--- config.mk ---
export PLATFORM = sky130hd
export DESIGN_NAME = icache
export DESIGN_NICKNAME = d
export VERILOG_FILES = /design/src/rtl/icache.sv
export SDC_FILE = /design/constraint.sdc
export NUM_CORES = 2
export LEC_CHECK = 0
export BUFFER_PORTS_ARGS = -buffer_cell sky130_fd_sc_hd__buf_4
export CAP_MARGIN = 20
export CORE_MARGIN = 4
export CORE_UTILIZATION = 59
export CTS_BUF_LIST = sky130_fd_sc_hd__clkbuf_4 sky130_fd_sc_hd__clkbuf_8
export DETAILED_ROUTE_END_ITERATION = 8
export GPL_TIMING_DRIVEN = 0
export PLACE_DENSITY = 0.88
export SLEW_MARGIN = 30
export SYNTH_ARGS = -nofsm -noshare
export SYNTH_HDL_FRONTEND = slang
export SYNTH_SLANG_ARGS = --single-unit
--- constraint.sdc ---
create_clock -name clk_in -period 11.8 [get_ports clk_in]
set_clock_uncertainty 0.1 [all_clocks]
set_input_delay 1.77 -clock clk_in [delete_from_list [all_inputs] [get_ports clk_in]]
set_output_delay 1.77 -clock clk_in [all_outputs]
set_load 0.005 [all_outputs]
--- src/rtl/icache.sv ---
// Direct-mapped read-only instruction cache: registered hit response to the
// fetch PC, whole-line refill from the memory controller on a miss.
module icache #(
  parameter int INDEX_WIDTH = 4
) (
  input  logic        clk_in,
  input  logic        rst_in,
  input  logic        rdy_in,
  input  logic        clr_in,
  input  logic [31:0] iu_to_ic_pc,
  output logic        ic_to_iu_rdy,
  output logic [31:0] ic_to_iu_inst,
  output logic        ic_to_mc_req,
  output logic [31:0] ic_to_mc_addr,
  input  logic        mc_to_ic_rdy,
  input  logic [31:0] mc_to_ic_data
);

  localparam int LINES = 1 << INDEX_WIDTH;
  localparam int TAG_W = 28 - INDEX_WIDTH;

  typedef enum logic [0:0] {
    IDLE  = 1'b0,
    FETCH = 1'b1
  } state_t;

  state_t                   state_r, state_s;
  logic [1:0]               cnt_r, cnt_s;
  logic [31:4]              base_r, base_s;
  logic                     rdy_s;
  logic [31:0]              inst_s;
  logic                     req_s;
  logic [31:0]              addr_s;
  logic                     buf_we_s;
  logic                     fill_s;
  logic [1:0]               cnt_inc_s;

  logic [LINES-1:0]         valid_r;
  logic [TAG_W-1:0]         tag_r  [LINES];
  logic [31:0]              data_r [LINES][4];
  logic [31:0]              buf_r  [4];

  logic [1:0]               offset_s;
  logic [INDEX_WIDTH-1:0]   index_s;
  logic [TAG_W-1:0]         tag_s;
  logic [INDEX_WIDTH-1:0]   fill_idx_s;
  logic                     hit_s;
  logic [1:0]               pc_unused_s;

  assign offset_s    = iu_to_ic_pc[3:2];
  assign index_s     = iu_to_ic_pc[INDEX_WIDTH+3:4];
  assign tag_s       = iu_to_ic_pc[31:INDEX_WIDTH+4];
  assign pc_unused_s = iu_to_ic_pc[1:0];
  assign fill_idx_s  = base_r[INDEX_WIDTH+3:4];
  assign hit_s       = valid_r[index_s] && (tag_r[index_s] == tag_s);
  assign cnt_inc_s   = cnt_r + 2'd1;

  // Next-state and next-output computation for the lookup/refill FSM.
  always_comb begin
    state_s  = state_r;
    cnt_s    = cnt_r;
    base_s   = base_r;
    rdy_s    = 1'b0;
    inst_s   = ic_to_iu_inst;
    req_s    = ic_to_mc_req;
    addr_s   = ic_to_mc_addr;
    buf_we_s = 1'b0;
    fill_s   = 1'b0;
    case (state_r)
      IDLE: begin
        if (hit_s) begin
          // A flush suppresses the response but the lookup itself still happens.
          rdy_s  = ~clr_in;
          inst_s = data_r[index_s][offset_s];
        end else begin
          base_s  = iu_to_ic_pc[31:4];
          cnt_s   = 2'd0;
          req_s   = 1'b1;
          addr_s  = {iu_to_ic_pc[31:4], 4'b0000};
          state_s = FETCH;
        end
      end
      FETCH: begin
        req_s = 1'b1;
        if (mc_to_ic_rdy) begin
          if (cnt_r == 2'd3) begin
            fill_s  = 1'b1;
            req_s   = 1'b0;
            cnt_s   = 2'd0;
            state_s = IDLE;
          end else begin
            buf_we_s = 1'b1;
            cnt_s    = cnt_inc_s;
            addr_s   = {base_r, cnt_inc_s, 2'b00};
          end
        end else begin
          cnt_s = cnt_r;
        end
      end
      default: begin
        state_s = IDLE;
      end
    endcase
  end

  // Control state, valid bits and registered outputs; everything holds while rdy_in is low.
  always_ff @(posedge clk_in or negedge rst_in) begin
    if (!rst_in) begin
      state_r       <= IDLE;
      cnt_r         <= 2'd0;
      base_r        <= 28'd0;
      valid_r       <= {LINES{1'b0}};
      ic_to_iu_rdy  <= 1'b0;
      ic_to_iu_inst <= 32'd0;
      ic_to_mc_req  <= 1'b0;
      ic_to_mc_addr <= 32'd0;
    end else if (rdy_in) begin
      state_r       <= state_s;
      cnt_r         <= cnt_s;
      base_r        <= base_s;
      ic_to_iu_rdy  <= rdy_s;
      ic_to_iu_inst <= inst_s;
      ic_to_mc_req  <= req_s;
      ic_to_mc_addr <= addr_s;
      if (fill_s) begin
        valid_r[fill_idx_s] <= 1'b1;
      end
    end
  end

  // Tag/data arrays and the line buffer carry no reset; only valid bits matter.
  always_ff @(posedge clk_in) begin
    if (rdy_in) begin
      if (buf_we_s) begin
        buf_r[cnt_r] <= mc_to_ic_data;
      end
      if (fill_s) begin
        tag_r[fill_idx_s]     <= base_r[31:INDEX_WIDTH+4];
        data_r[fill_idx_s][0] <= buf_r[0];
        data_r[fill_idx_s][1] <= buf_r[1];
        data_r[fill_idx_s][2] <= buf_r[2];
        data_r[fill_idx_s][3] <= mc_to_ic_data;
      end
    end
  end

endmodule

# == After elaboration in Yosys (flattened, before gate mapping) ==
# Memory sizes are Yosys's and may differ from the RTL's.
# Index checks and enable logic that the tools add are counted.
# word_totals
reg_bits,113
mem_bits_rw,2560
mem_count,3
elab_cells,68
# classes
bitwise_logic,5
reduce_logical,8
muxes,34
n_eq_ne,5
addsub,1
order_cmp,4
# memory_table
name,depth,word_bits,rd,rd_ports_with_merged_regs,wr,line_no,text
data_r,16,128,1,0,1,40,logic [31:0] data_r [LINES][4];
tag_r,16,24,1,0,1,39,logic [TAG_W-1:0] tag_r [LINES];
buf_r,4,32,3,0,1,41,logic [31:0] buf_r [4];
# op_table
op,n
two-way mux 32 bit,5
binary-select mux 32 bit (select 2 bit),1
case mux 32 bit (2 select lines),1
equality test 24 bit,1
two-way mux 1 bit,19
bitwise OR 16 bit,1
less-than comparator 4 x 5 -> 1 bit (second input constant),2
AND reduction 3 bit,3
two-way mux 2 bit,3
inequality test 2 bit (second input constant),3
binary-select mux 1 bit (select 4 bit),1
demux 1 bit (select 4 bit),1
greater-or-equal comparator 4 x 1 -> 1 bit (second input constant),1
case mux 1 bit (2 select lines),2
case mux 2 bit (2 select lines),1
AND reduction 2 bit,2
AND reduction 4 bit,1
greater-or-equal comparator 3 bit (second input constant),1
NOT 1 bit,3
NOT 2 -> 3 bit,1
adder 2 x 1 -> 2 bit (second input constant),1
equality test 2 bit (second input constant),1
logical AND 1 bit,2

# == Longest topological paths before layout ==
# depth
word_depth,7
ltp_mapped,17

# == Least setup slack after synthesis ==
# Ideal clock, no wire load.
# synth_timing
path_kind,input to register
startpoint,input rdy_in
endpoint,register valid_r[0]
arrival_time_ps,13758
slack_ps,-2189
setup_ps,131
stages,5
t_required_ps,11569
cell_sequence,clkbuf_1 -> nand4_1 -> or3_1 -> nor3_1 -> or2_2
# synth_via
elab_chain_len,1
# synth_rtl
element,line_no,text
"start, declared",8,"input logic rdy_in,"
AND reduction 2 bit (no source line),n/a,
"end signal, assigned",112,valid_r <= {LINES{1'b0}};
"end, declared",38,logic [LINES-1:0] valid_r;
# No other way between the ends.
# A chain may end at the register's enable or synchronous reset.

# == Worst setup path in the final report ==
# layout_timing
startpoint,input iu_to_ic_pc[5]
endpoint,register ic_to_iu_inst[24]
# layout_via
elab_chain_len,4
word_cells_on_any_way,10
classes_between,1 x eq/ne; 5 x mux; 2 x reduce/logical; 2 x memory
# layout_rtl
element,line_no,text
"start, declared",10,"input logic [31:0] iu_to_ic_pc,"
"memory read (16 x 24 bit), or another cell as far along",n/a,
"equality test 24 bit, or another cell as far along",55,assign hit_s = valid_r[index_s] && (tag_r[index_s] == tag_s);
logical AND 1 bit or two-way mux 32 bit (tied branches),"55, 74",
AND reduction 3 bit (no source line) or two-way mux 32 bit (tied branches),n/a,
"end signal, assigned",122,ic_to_iu_inst <= inst_s;
"end, declared",12,"output logic [31:0] ic_to_iu_inst,"
# Several ways; a longest one is shown, not always the timed one. The select of a mux whose other input is x is not followed.

==> impl_results.md <==
* WP buf/inv at 9
* DR iter-0 viols at 10,800
* Commonest cells after routing, fill and taps aside: 2,528 x edfxtp_1, 695 x mux4_2, 423 x clkbuf_8
* Filler instances at 8,877
* Reg2Reg Setup Slack at 7.60 ns
* Post-DP HPWL at 211 mm
* ANT nets after route at 0
* Synth warn at 0
* Top_reg_cell synth: edfxtp_1
* Io pins at 135
* Seq/Total Area, Yosys at 77.7%
* Outcome: finished clean
* CP dominant cell by count: buf_2
* First-pass GRT wire length at 450 mm
* Startpoint Class: input pin
* RePlAce Congestion at 0.909
* DR vias at 57,000
* WL per Instance at 42.4 um
* CTS clk-pin slew, worst paths at 0.06 ns
* Reg2reg start: tag_r[15][11]$_DFFE_PP_
* Hold Path Sink: valid_r[15]$_DFFE_PN0P_
* Final total power at 20,600 uW
* H-tree levels at 5
* R2R cell count at 11
* Count of distinct cell types in the synthesized netlist at 80
* Grt total ovfl at 0
* # Post-CTS Setup Buffers at 0
* CP Data Arrival Time at 7.88 ns
* Worst hold path depth at 1
* Gr usage total at 36.6%
* Setup violators final at 0
* Worst EP required at 12.66 ns
* Fraction of layout cells with a size suffix above 1 at 35.7%
* Commonest non-fill, non-tap cell in the layout: edfxtp_1
* Syn avg cell area at 23.2 um2
* Setup TNS at 0 ns
* Cell taking the most area after synthesis: edfxtp_1
* Async set-reset flop share out of synthesis at 4.21%
* Part of the power in combinational logic at 8.0%
* Fin worst setup slack at 4.78 ns
* MaxCap Viol Count at 0
* Critical-path top delay cell: clkbuf_1
* Die Y at 422 um
* Largest stage delay, worst path at 0.79 ns
* Root Driver: clkbuf_8
* Crit share post-route at 59.5%
* VDD IR max at 0.141 mV
* Via density at 7.44
* Largest net degree at the start of global routing at 59
* Fin. max-slew vios at 0
* Clk Latency, worst-skew pair at 1.13 ns
* CTS Buffer Depth at 4
* Num CTS Buffers at 402
* Final net count at 5,185
* Die Wd at 422 um
* Pre-CTS setup slack at 3.45 ns
* Reg-to-reg endpoint: ic_to_iu_inst[4]$_DFFE_PN0P_
* Actual slew at the worst max-slew pin at 1.15 ns
* Int Pwr at 15,500 uW
* RSZ-0062 raised after global routing: false
* Port Buf Inserts at 127
* Max Freq at 142 MHz
* DR pass1 iterations at 6
* Worst Min Path Start: valid_r[15]$_DFFE_PN0P_
* Switching fraction of total power at 24.8%
* CTS Hold Bufs at 0
* Final Hold Viols at 0
* DRC Markers at 0
* Worst hold path type: flop to flop
* Vias in the first global route at 57,000
* Synth Instances at 4,357
* Critical path endpoint category: flop
* Clock sinks at 2,639
* Synth top area cells: edfxtp_1 75%, mux4_2 15%, dfrtp_1 2.7%
* Initial Util at 59.6%
* Setup CP Type: input pin to flop
* Tightest hold margin at 0.373 ns
* Switching power at 5110 uW
* Reg power frac at 54.5%
* Number of synthesized flops with an enable pin at 2,528
* Crit path time final at 7.02 ns
* Pwr per Cell Area at 174 nW/um2
* Initial antenna violation count at 27
* Crit. Startpoint: iu_to_ic_pc[5]
* CTS tree: built
* Clock power share at 37.5%
* Post-CTS Resized at 0
* Full die area at 178,000 um2
* Worst-path maximum fanout at 11
* Area grow syn2layout at 16.6%
* Critical-path cell list: buf_4 -> buf_2 -> buf_2 -> buf_2 -> buf_2 -> buf_2 -> clkbuf_2 -> clkbuf_1 -> clkbuf_1 -> mux4_2 -> mux4_2 -> a22oi_1 -> nand2_1 -> mux2_4
* Relative slew slack at 23.1%
* # rows at 151
* Netlist Area Pre-Place at 101,000 um2
* Synth top area share at 75.0%
* Area of the core at 170,000 um2
* Top delay family on crit path: buffers and inverters
* Seq cells post-synth at 2,639
* DRT Wirelength at 325 mm
* Leakage power at 0.0389 uW
[synthesized netlist by cell type (5+ instances only)]
library cell / count
nand3_1: 68
buf_6: 15
or4_1: 30
mux4_1: 13
inv_1: 15
mux2_4: 29
a21oi_1: 41
mux2i_1: 95
nand2_1: 81
a22oi_1: 83
xnor2_1: 7
or2_2: 17
clkbuf_1: 145
nor2_1: 64
mux4_2: 695
dfrtp_1: 111
and3_1: 5
nor2b_1: 5
o22ai_1: 11
nand2b_1: 5
mux2_2: 47
buf_2: 69
edfxtp_1: 2528
nor3_1: 8
o21ai_0: 72
[final cells by class]
class	count	area, um2	share of cell area (%)
multi-input cells	1459	21500	18.2
clock inverters	170	1180	0.997
flip-flops and latches	2639	78700	66.6
clock buffers	544	6720	5.69
inverters	16	60.1	0.0509
diodes	27	67.6	0.0572
well taps	2218	2780	2.35
repair buffers	350	5860	4.96
plain buffers	244	1290	1.09
[worst reg2reg max path, stage by stage, from the launching register on]
cell	delay, ns
edfxtp_1	0.44
mux4_2	0.49
nand2_1	0.09
and2_0	0.28
o32ai_1	0.13
a2111oi_0	0.64
nand4_1	0.43
nor4_4	0.32
buf_4	0.28
buf_6	0.21
buf_6	0.30
mux2_4	0.38
[per-stage QoR]
stage	cell area, um2	std cells	utilization (%)
after detailed placement	110000	6924	64.7
after CTS	118000	7638	69.4
after global placement	105000	6703	61.8
final	118000	7667	69.5
after floorplan	101000	4358	-
after global routing	118000	7651	69.4
[sequential cells by signal (all words and copies together) (netlist names)]
name           cells
ic_to_mc_addr     30
tag_r            384
ic_to_mc_req       1
cnt_r              2
buf_r             96
ic_to_iu_rdy       1
ic_to_iu_inst     32
data_r          2048
state_r            1
valid_r           16
base_r            28
[metal layers]
metal	track usage (%)	vias up	routed length (um)	part of all wire (%)
met2	57.7	6683	155000	48
met3	11.0	1799	47100	14
li1	-	20200	-	-
met5	0	-	100	0.031
met4	26.1	16	30000	9.2
met1	43.4	28300	92900	29
[power by group through the flow]
stage,Clock [uW],Combinational (uW),Sequential (uW)
2_1_floorplan,0,833,11200
3_3_place_gp,0,1340,11400
3_5_place_dp,0,1560,11400
4_1_cts,7660,1590,11200
5_1_grt,8140,1690,11200
6_report,7720,1650,11200
[cells by family after synthesis]
logic type / count (synthesis) / share of synthesized area, %
flops: 2639 / 77.7
other cells: 1 / 0.00370
xor+xnor: 11 / 0.0951
mux: 879 / 17.7
buf+inv: 260 / 1.27
compound gates: 257 / 1.68
simple gates: 306 / 1.52
fa+ha+maj: 4 / 0.0494
[worst max path at each step]
| stage | end | slack, ns | cells past startpoint |
|---|---|---|---|
| after detailed placement | ic_to_iu_inst[23]$_DFFE_PN0P_ | 3.45 | 14 |
| after global routing | ic_to_iu_inst[18]$_DFFE_PN0P_ | 4.84 | 14 |
| after floorplan | valid_r[1]$_DFFE_PN0P_ | 2.06 | 5 |
| after global placement | valid_r[2]$_DFFE_PN0P_ | -6.46 | 5 |
| after CTS | ic_to_iu_inst[23]$_DFFE_PN0P_ | 4.48 | 14 |
| final | ic_to_iu_inst[24]$_DFFE_PN0P_ | 4.78 | 14 |
(Power assumes the default switching activity.)
